$ cat config.mk
export PLATFORM = sky130hd
export DESIGN_NAME = pipe_ctrl_flat
export DESIGN_NICKNAME = d
export VERILOG_FILES = /design/src/rtl/pipe_ctrl_if.sv /design/src/rtl/pipe_ctrl.sv /design/src/flat_wrapper.sv
export SDC_FILE = /design/constraint.sdc
export NUM_CORES = 1
export LEC_CHECK = 0
export BUFFER_PORTS_ARGS = -buffer_cell sky130_fd_sc_hd__clkbuf_2
export CORE_ASPECT_RATIO = 0.75
export CORE_UTILIZATION = 25
export CTS_BUF_LIST = sky130_fd_sc_hd__clkbuf_2
export CTS_CLUSTER_SIZE = 30
export DETAILED_ROUTE_END_ITERATION = 8
export GPL_TIMING_DRIVEN = 0
export PLACE_DENSITY = 0.45
export SLEW_MARGIN = 10
export SYNTH_ARGS = -nofsm -noshare
export SYNTH_HDL_FRONTEND = slang
export SYNTH_SLANG_ARGS = --single-unit
$ cat constraint.sdc
create_clock -name CLK -period 1.8 [get_ports CLK]
set_input_delay 0 -clock CLK [delete_from_list [all_inputs] [get_ports CLK]]
set_output_delay 0 -clock CLK [all_outputs]
set_load 0.005 [all_outputs]
$ cat src/rtl/pipe_ctrl_if.sv
// rtl/pipe_ctrl_if.sv - handshake, enable and status bundle between pipe_ctrl and its environment
interface pipe_ctrl_if #(
   parameter int stages   = 4,
   parameter int cntwidth = 16
);
   logic                          IN_VALID;
   logic                          IN_READY;
   logic                          OUT_VALID;
   logic                          OUT_READY;
   logic                          FLUSH;
   logic [stages-1:0]             EN;
   logic [$clog2(stages+1)-1:0]   COUNT;
   logic [cntwidth-1:0]           STALL_CNT;
   logic                          BUSY;

   // Environment side: offers operands, accepts results, requests flushes.
   modport master (
      output IN_VALID, OUT_READY, FLUSH,
      input  IN_READY, OUT_VALID, EN, COUNT, STALL_CNT, BUSY
   );

   // Sequencer side.
   modport slave (
      input  IN_VALID, OUT_READY, FLUSH,
      output IN_READY, OUT_VALID, EN, COUNT, STALL_CNT, BUSY
   );
endinterface

$ cat src/rtl/pipe_ctrl.sv
// rtl/pipe_ctrl.sv - valid/ready sequencer producing per-stage load enables for a fixed-depth pipeline
module pipe_ctrl #(
   parameter int stages   = 4,
   parameter int cntwidth = 16
) (
   input  logic       CLK,
   input  logic       RST,
   pipe_ctrl_if.slave bus
);
   localparam int CW = $clog2(stages + 1);

   logic [stages-1:0]   r_v;
   logic [CW-1:0]       r_count;
   logic [cntwidth-1:0] r_stall;

   logic [stages-1:0]   w_chain;
   logic [stages-1:0]   w_en;
   logic                w_in_ready;
   logic                w_out_valid;
   logic                w_acc;
   logic                w_del;
   logic                w_stalled;

   // Ready ripples back from the output: a stage may load when it is empty or its successor loads.
   always_comb begin
      w_chain           = '0;
      w_chain[stages-1] = !r_v[stages-1] | bus.OUT_READY;
      for (int i = stages - 2; i >= 0; i--) begin
         w_chain[i] = !r_v[i] | w_chain[i+1];
      end
   end

   // Flush opens every enable but blocks both handshakes for that cycle.
   always_comb begin
      w_en        = bus.FLUSH ? '1 : w_chain;
      w_in_ready  = w_chain[0] & !bus.FLUSH;
      w_out_valid = r_v[stages-1] & !bus.FLUSH;
      w_acc       = bus.IN_VALID & w_in_ready;
      w_del       = w_out_valid & bus.OUT_READY;
      w_stalled   = r_v[stages-1] & !bus.OUT_READY & !bus.FLUSH;
   end

   // Valid bits advance through every enabled stage; a disabled stage holds its bit.
   always_ff @(posedge CLK) begin
      if (RST || bus.FLUSH) begin
         r_v <= '0;
      end else begin
         if (w_chain[0]) begin
            r_v[0] <= bus.IN_VALID;
         end
         for (int i = 1; i < stages; i++) begin
            if (w_chain[i]) begin
               r_v[i] <= r_v[i-1];
            end
         end
      end
   end

   // Occupancy tracks accepts minus deliveries, so it always equals the number of set valid bits.
   always_ff @(posedge CLK) begin
      if (RST || bus.FLUSH) begin
         r_count <= '0;
      end else begin
         r_count <= r_count + CW'(w_acc) - CW'(w_del);
      end
   end

   // Backpressure cycles are counted up to all-ones and then held; flush leaves the count alone.
   always_ff @(posedge CLK) begin
      if (RST) begin
         r_stall <= '0;
      end else if (w_stalled && (r_stall != '1)) begin
         r_stall <= r_stall + cntwidth'(1);
      end
   end

   assign bus.EN        = w_en;
   assign bus.IN_READY  = w_in_ready;
   assign bus.OUT_VALID = w_out_valid;
   assign bus.COUNT     = r_count;
   assign bus.STALL_CNT = r_stall;
   assign bus.BUSY      = (r_count != '0);
endmodule

$ cat src/flat_wrapper.sv
// flat-port wrapper written by rule: the top's interface ports become plain ports
module pipe_ctrl_flat 
#(
   parameter int stages   = 4,
   parameter int cntwidth = 16
)
  (CLK, RST, bus_IN_VALID, bus_OUT_READY, bus_FLUSH, bus_IN_READY, bus_OUT_VALID, bus_EN, bus_COUNT, bus_STALL_CNT, bus_BUSY);
  pipe_ctrl_if #(.stages(stages), .cntwidth(cntwidth)) bus_i ();
  input  logic CLK;
  input  logic RST;
  input wire logic [$bits(bus_i.IN_VALID)-1:0] bus_IN_VALID;
  input wire logic [$bits(bus_i.OUT_READY)-1:0] bus_OUT_READY;
  input wire logic [$bits(bus_i.FLUSH)-1:0] bus_FLUSH;
  output wire logic [$bits(bus_i.IN_READY)-1:0] bus_IN_READY;
  output wire logic [$bits(bus_i.OUT_VALID)-1:0] bus_OUT_VALID;
  output wire logic [$bits(bus_i.EN)-1:0] bus_EN;
  output wire logic [$bits(bus_i.COUNT)-1:0] bus_COUNT;
  output wire logic [$bits(bus_i.STALL_CNT)-1:0] bus_STALL_CNT;
  output wire logic [$bits(bus_i.BUSY)-1:0] bus_BUSY;
  assign bus_i.IN_VALID = bus_IN_VALID;
  assign bus_i.OUT_READY = bus_OUT_READY;
  assign bus_i.FLUSH = bus_FLUSH;
  assign bus_IN_READY = bus_i.IN_READY;
  assign bus_OUT_VALID = bus_i.OUT_VALID;
  assign bus_EN = bus_i.EN;
  assign bus_COUNT = bus_i.COUNT;
  assign bus_STALL_CNT = bus_i.STALL_CNT;
  assign bus_BUSY = bus_i.BUSY;
  pipe_ctrl #(.stages(stages), .cntwidth(cntwidth)) u_core (.CLK(CLK), .RST(RST), .bus(bus_i));
endmodule
**Word-level counts from Yosys, hierarchy flattened**

Index checks and enable logic that the tools add are counted.

- Register bits: 23
- Latch bits: 0
- Memory bits (writable): 0
- Memory bits (read-only): 0
- Input port bits: 5
- Output and inout port bits: 26
- Word-level logic and storage cells: 30
- Memories kept: 0

- Add/subtract/negate cells: 3
- Multipliers: 0
- Div/mod/pow operators: 0
- $lt $le $gt $ge: 0
- Equality and inequality tests: 1
- Shift-type cells: 0
- Multiplexer cells: 1
- Bitwise logic cells: 10
- Reductions and logical operators: 9

Operator list:

| kind | number |
|---|---|
| 16-bit by 1-bit adder with 16-bit output, second input constant | 1 |
| 16-bit inequality test, second input constant | 1 |
| 1-bit AND | 6 |
| 1-bit zero test | 6 |
| 4-bit 2-to-1 mux | 1 |
| 1-bit bitwise OR | 4 |
| 3-bit by 1-bit adder with 3-bit output | 1 |
| 3-bit nonzero test | 1 |
| 3-bit by 1-bit subtractor with 3-bit output | 1 |
| 1-bit logical AND | 1 |
| 1-bit logical OR | 1 |

**Depth between registers and ports, before layout**

- Depth after elaboration: 9
- Gate-level depth with buffers: 9
- Mapped depth without buffers: 9

**Worst setup path after synthesis**

Ideal clock, no wire load.

- Kind: reg-to-reg
- Start point: reg u_core.r_v[3]
- End point: reg u_core.r_count[2], in the netlist u_core.bus.COUNT[2]
- Setup time: 130 ps
- Arrival: 1873 ps
- Data required time: 1670 ps
- Path slack: -202 ps
- Stages on the path, launching flop included: 10
- Buffers on the path: 0
- Clock period less this slack: 2002 ps
- Cell sequence: dfxtp_1 -> nor2b_1 -> and4_1 -> nor2_1 -> and2_1 -> ha_1 -> fa_1 -> xnor2_1 -> xnor2_1 -> nor3_1

- Longest elaborated chain between the ends: 9
- Elaborated cells between the ends (all ways): 11
- Classes of those cells: add/sub: 2; bitwise: 8; reduce/logical: 1

Ends and longest elaborated chain:

| item | line | text |
|---|---|---|
| start: declaration | pipe_ctrl.sv:12 | `logic [stages-1:0] r_v;` |
| start signal: indexed assignment | pipe_ctrl.sv:53 | `r_v[i] <= r_v[i-1];` |
| 1-bit zero test | pipe_ctrl.sv:27 | `w_chain[stages-1] = !r_v[stages-1] \| bus.OUT_READY;` |
| 1-bit bitwise OR | pipe_ctrl.sv:27 |  |
| 1-bit bitwise OR (3 in a row) | pipe_ctrl.sv:29 | `w_chain[i] = !r_v[i] \| w_chain[i+1];` |
| 1-bit AND | pipe_ctrl.sv:36 | `w_in_ready = w_chain[0] & !bus.FLUSH;` |
| named net bus_IN_READY | flat_wrapper.sv:14 | `output wire logic [$bits(bus_i.IN_READY)-1:0] bus_IN_READY;` |
| 1-bit AND | pipe_ctrl.sv:38 | `w_acc = bus.IN_VALID & w_in_ready;` |
| 3-bit by 1-bit adder with 3-bit output | pipe_ctrl.sv:64 | `r_count <= r_count + CW'(w_acc) - CW'(w_del);` |
| 3-bit by 1-bit subtractor with 3-bit output | pipe_ctrl.sv:64 |  |
| end signal: assignment | pipe_ctrl.sv:64 |  |
| end: declaration | pipe_ctrl.sv:13 | `logic [CW-1:0] r_count;` |

The timed path passes the listed nets, and every way through them passes these cells.
A chain may end at the register's enable or synchronous reset.

**Final worst setup path**

- Start point: reg u_core.r_v[3]
- End point: reg u_core.r_count[2], in the netlist u_core.bus.COUNT[2]

- Longest elaborated chain between the ends: 9
- Elaborated cells between the ends (all ways): 11
- Classes of those cells: add/sub: 2; bitwise: 8; reduce/logical: 1

Ends and longest elaborated chain:

| item | line |
|---|---|
| 1-bit zero test | pipe_ctrl.sv:27 |
| 1-bit bitwise OR | pipe_ctrl.sv:27 |
| 1-bit bitwise OR (3 in a row) | pipe_ctrl.sv:29 |
| 1-bit AND | pipe_ctrl.sv:36 |
| 1-bit AND | pipe_ctrl.sv:38 |
| 3-bit by 1-bit adder with 3-bit output | pipe_ctrl.sv:64 |
| 3-bit by 1-bit subtractor with 3-bit output (*) | pipe_ctrl.sv:64 |

Mark *: on every way between the ends. The rest lies on a longest branch, timed or not.

==> run summary <==
STA
------------------------------------------------------------------------------------------
Clk_skew ....................................................................   0.00175 ns
Smallest hold slack .........................................................     0.110 ns
Max-slew violation total from the final report ..............................            0
Final count of negative-setup-slack endpoints ...............................            1
Fin worst setup slack .......................................................    -0.180 ns
Top achievable clock speed ..................................................      505 MHz
Worst Tran Pin Value ........................................................     0.526 ns
Hold Vio Cnt, Final .........................................................            0
Portion of the clock cycle consumed by the worst path in the final layout ...         110%
Minimum clock period ........................................................      1.98 ns
Worst max-slew margin expressed relative to the limit .......................        64.9%
Setup repair after global routing missed its margin .........................          yes

SETUP PATH
------------------------------------------------------------------------------------------
Buffers and inverters on the worst path .....................................            1
Critical Path RT ............................................................      2.05 ns
CP delay by family, top .....................................................  adder cells
Cells along the critical path ............................................... and2b_2 -> and2_4 -> ha_4 -> inv_2 -> ha_4 -> fa_2 -> xnor2_2 -> xnor2_1 -> nor3_1
Critical path endpoint category .............................................     register
Worst-path fanout max .......................................................            3
Data arrival time of the critical path ......................................      2.23 ns
Number of cells traversed by the worst register-to-register path ............            9
Max incr delay on CP ........................................................      0.37 ns
Total number of cells along the worst setup path ............................            9
Startpoint kind of the worst setup timing path ..............................     register
Cell with the biggest individual delay on the critical path ................. sky130_fd_sc_hd__dfxtp_2
WS Path Type ................................................................   reg -> reg
Critical path's most frequent cell .......................................... sky130_fd_sc_hd__ha_4

RUN STATUS
------------------------------------------------------------------------------------------
Status ...................................................................... finished with violations
Failing checks .............................................................. negative setup slack

RUN
------------------------------------------------------------------------------------------
Number of max-cap violations ................................................            0

SYNTH
------------------------------------------------------------------------------------------
Fraction of registers with async set/reset ..................................           0%
Post-synthesis area per instance ............................................     9.09 µm²
Number of instances in the synthesized netlist ..............................          133
Biggest area contributors in the synthesized netlist ........................ sky130_fd_sc_hd__dfxtp_1 38%, sky130_fd_sc_hd__o31ai_1 4.3%, sky130_fd_sc_hd__a21oi_1 4.1%
Library cell with the largest summed area after synthesis ................... sky130_fd_sc_hd__dfxtp_1
EDFF count, synth ...........................................................            0
Post-synth top flop ......................................................... sky130_fd_sc_hd__dfxtp_1
Yosys cell types ............................................................           39
Sequential element share of the synthesized area ............................        38.1%
Share of the synthesized area in the top cell type ..........................        38.1%
Synth cell count leaders .................................................... 23 x sky130_fd_sc_hd__dfxtp_1, 10 x sky130_fd_sc_hd__a21oi_1, 10 x sky130_fd_sc_hd__nor3_1
Count leader, synth ......................................................... sky130_fd_sc_hd__dfxtp_1
Synthesized flop and latch total ............................................           23
Synthesized area ............................................................     1210 µm²
Ys Warns ....................................................................            0
Number of nets produced by synthesis ........................................          142

POWER
------------------------------------------------------------------------------------------
Switching Power .............................................................     0.192 mW
Relative contribution of combinational cells to total power .................         5.9%
Power Density ...............................................................   496 nW/µm²
Share of total power in sequential cells ....................................        65.5%
Cell internal power dissipation .............................................     0.592 mW
Clock network power share ...................................................        28.6%
Switching Share .............................................................        24.5%
Leakage Power ...............................................................     0.619 nW
Worst vdd rail ir drop ......................................................   0.000212 V

DIE
------------------------------------------------------------------------------------------
Initial Utilization .........................................................        26.6%
Area of the die .............................................................     5120 µm²
Horizontal die dimension ....................................................      82.3 µm
Placeable core region .......................................................     4550 µm²
Number of placement rows ....................................................           21
IO Pins .....................................................................           31
Die boundary height .........................................................      62.2 µm

GRT
------------------------------------------------------------------------------------------
Remaining global-route overflow .............................................            0
Number of antenna violations at the first check in global routing ...........            0
First-pass GRT wire length ..................................................      4.93 mm
Overall global routing resource usage .......................................        12.6%
Number of global-route vias before repair ...................................         1034
Pin count of the biggest net entering global routing ........................           13

CLOCK TREE
------------------------------------------------------------------------------------------
TritonCTS clock tree ........................................................          yes
Clock edge transition at the registers on the reported setup and hold paths .      0.22 ns
Maximum clock insertion buffer count ........................................            2
Level count of the clock H-tree .............................................            1
Clock latency on the worst-skew pair ........................................      0.34 ns
CTS sink count ..............................................................           23
Clock root buffer ........................................................... sky130_fd_sc_hd__clkbuf_2
Number of buffers created by CTS ............................................            3

PLACEMENT
------------------------------------------------------------------------------------------
Global placer's final weighted congestion ...................................        0.708
Post-place instance area ....................................................     1450 µm²
Number of buffer cells added on primary ports ...............................           30
Cell total after placement ..................................................          220
Detailed Place HPWL .........................................................      2.27 mm

ROUTE
------------------------------------------------------------------------------------------
Count of TritonRoute iterations in the first routing pass ...................            4
Vias/cell ...................................................................         5.00
Total vias in the final route ...............................................         1154
Final wirelength ............................................................      3.10 mm
Initial DRC count ...........................................................           36
WL per Instance .............................................................      13.4 µm
Antenna Violating Nets Remaining ............................................            0
Number of DRC violations after detailed routing .............................            0

HOLD PATH
------------------------------------------------------------------------------------------
Classification of the worst-slack hold path .................................    in -> reg
Number of stages on the worst hold path .....................................            4

CELLS AND AREA
------------------------------------------------------------------------------------------
Layout cells sized above 1 ..................................................        37.9%
Final Net Count .............................................................          184
Layout-stage area growth over the synthesis result ..........................        30.8%
Post-Layout Cell Count ......................................................          231
Area of all placed cells without fillers ....................................     1580 µm²
Final core utilization ......................................................        34.8%
Fillcell total ..............................................................          494
Number of inserted diodes ...................................................            0

-- placed cells by master, fill, tap and decap left out, types with 3 or more instances in the layout --
cell	instances
sky130_fd_sc_hd__clkbuf_2	34
sky130_fd_sc_hd__dfxtp_1	20
sky130_fd_sc_hd__a21oi_1	10
sky130_fd_sc_hd__nor3_1	9
sky130_fd_sc_hd__o31ai_1	7
sky130_fd_sc_hd__nand2_1	6
sky130_fd_sc_hd__nand3_1	6
sky130_fd_sc_hd__nor2_1	6
sky130_fd_sc_hd__or4_1	6
sky130_fd_sc_hd__inv_1	5
sky130_fd_sc_hd__dlygate4sd3_1	4
sky130_fd_sc_hd__nand4_1	3
sky130_fd_sc_hd__o21a_1	3
sky130_fd_sc_hd__o21ai_0	3
sky130_fd_sc_hd__nand2b_1	3
sky130_fd_sc_hd__nor2b_1	3
sky130_fd_sc_hd__buf_4	3
-- tightest hold or removal path, delay by kind of cell --
| family | cells | cell delay (ns) |
|---|---|---|
| AO/OA/AOI/OAI | 1 | 0.10 |
| buffers and inverters | 2 | 0.23 |
| AND/OR/NAND/NOR | 1 | 0.11 |
-- power groups by stage --
stage	sequential [mW]	combinational [mW]	clock, mW
after floorplan	0.525	0.0183	0
after global placement	0.525	0.0355	0
after detailed placement	0.525	0.0364	0
after CTS	0.516	0.0460	0.239
after global routing	0.515	0.0520	0.254
final	0.514	0.0463	0.224
-- final timing paths --
kind | from | to | slack (ns)
max | u_core.r_v[3] | u_core.bus.COUNT[2] | -0.18
min | bus_OUT_READY | u_core.r_v[3] | 0.11
max reg2reg | u_core.r_v[3] | u_core.bus.COUNT[2] | -0.18
min reg2reg | u_core.bus.STALL_CNT[1] | u_core.bus.STALL_CNT[1] | 0.53
-- flip-flops by register name, indices dropped and copies added, names as in the netlist --
name	count
u_core.r_v	4
u_core.bus.STALL_CNT	16
u_core.bus.COUNT	3
-- kinds of logic after synthesis --
kind of cell	share of synthesized area (%)
multiplexers	2.69
flip-flops	38.1
AND/OR/NAND/NOR	34.3
AO/OA/AOI/OAI	16.3
XOR/XNOR	1.45
buffers and inverters	2.48
adder cells (fa/ha/maj)	4.76
-- per-stage QoR --
stage	setup TNS [ns]	setup slack, ns	total power [mW]
final	-0.180	-0.180	0.784
after global routing	-0.366	-0.265	0.821
after CTS	-0.216	-0.213	0.801
after detailed placement	-0.293	-0.262	0.561
after global placement	-0.203	-0.193	0.560
after floorplan	-0.108	-0.108	0.543
-- layout make-up --
type                    count  area [µm²]  area share (%)
multi-input cells         102         781            49.4
flip-flops and latches     23         467            29.5
repair buffers             37         213            13.4
well taps                  57        71.3            4.51
inverters                   6        22.5            1.42
clock buffers               4        20.0            1.27
plain buffers               2        7.51           0.475
-- layer usage --
layer	up-vias	global-route usage, %	wire [µm]
met2	24	17.5	1330
li1	586	-	-
met3	4	4.12	135
met4	0	3.29	28
met5	-	0	0
met1	540	18.5	1610
-- repair_timing --
item,CTS,global route
pin swaps,7,3
gates cloned,0,0
hold endpoints to repair,6,0
hold buffers,4,0
endpoints found under the setup margin,4,7
resized for setup,6,7
setup buffers,3,0
(Power assumes the default switching activity.)
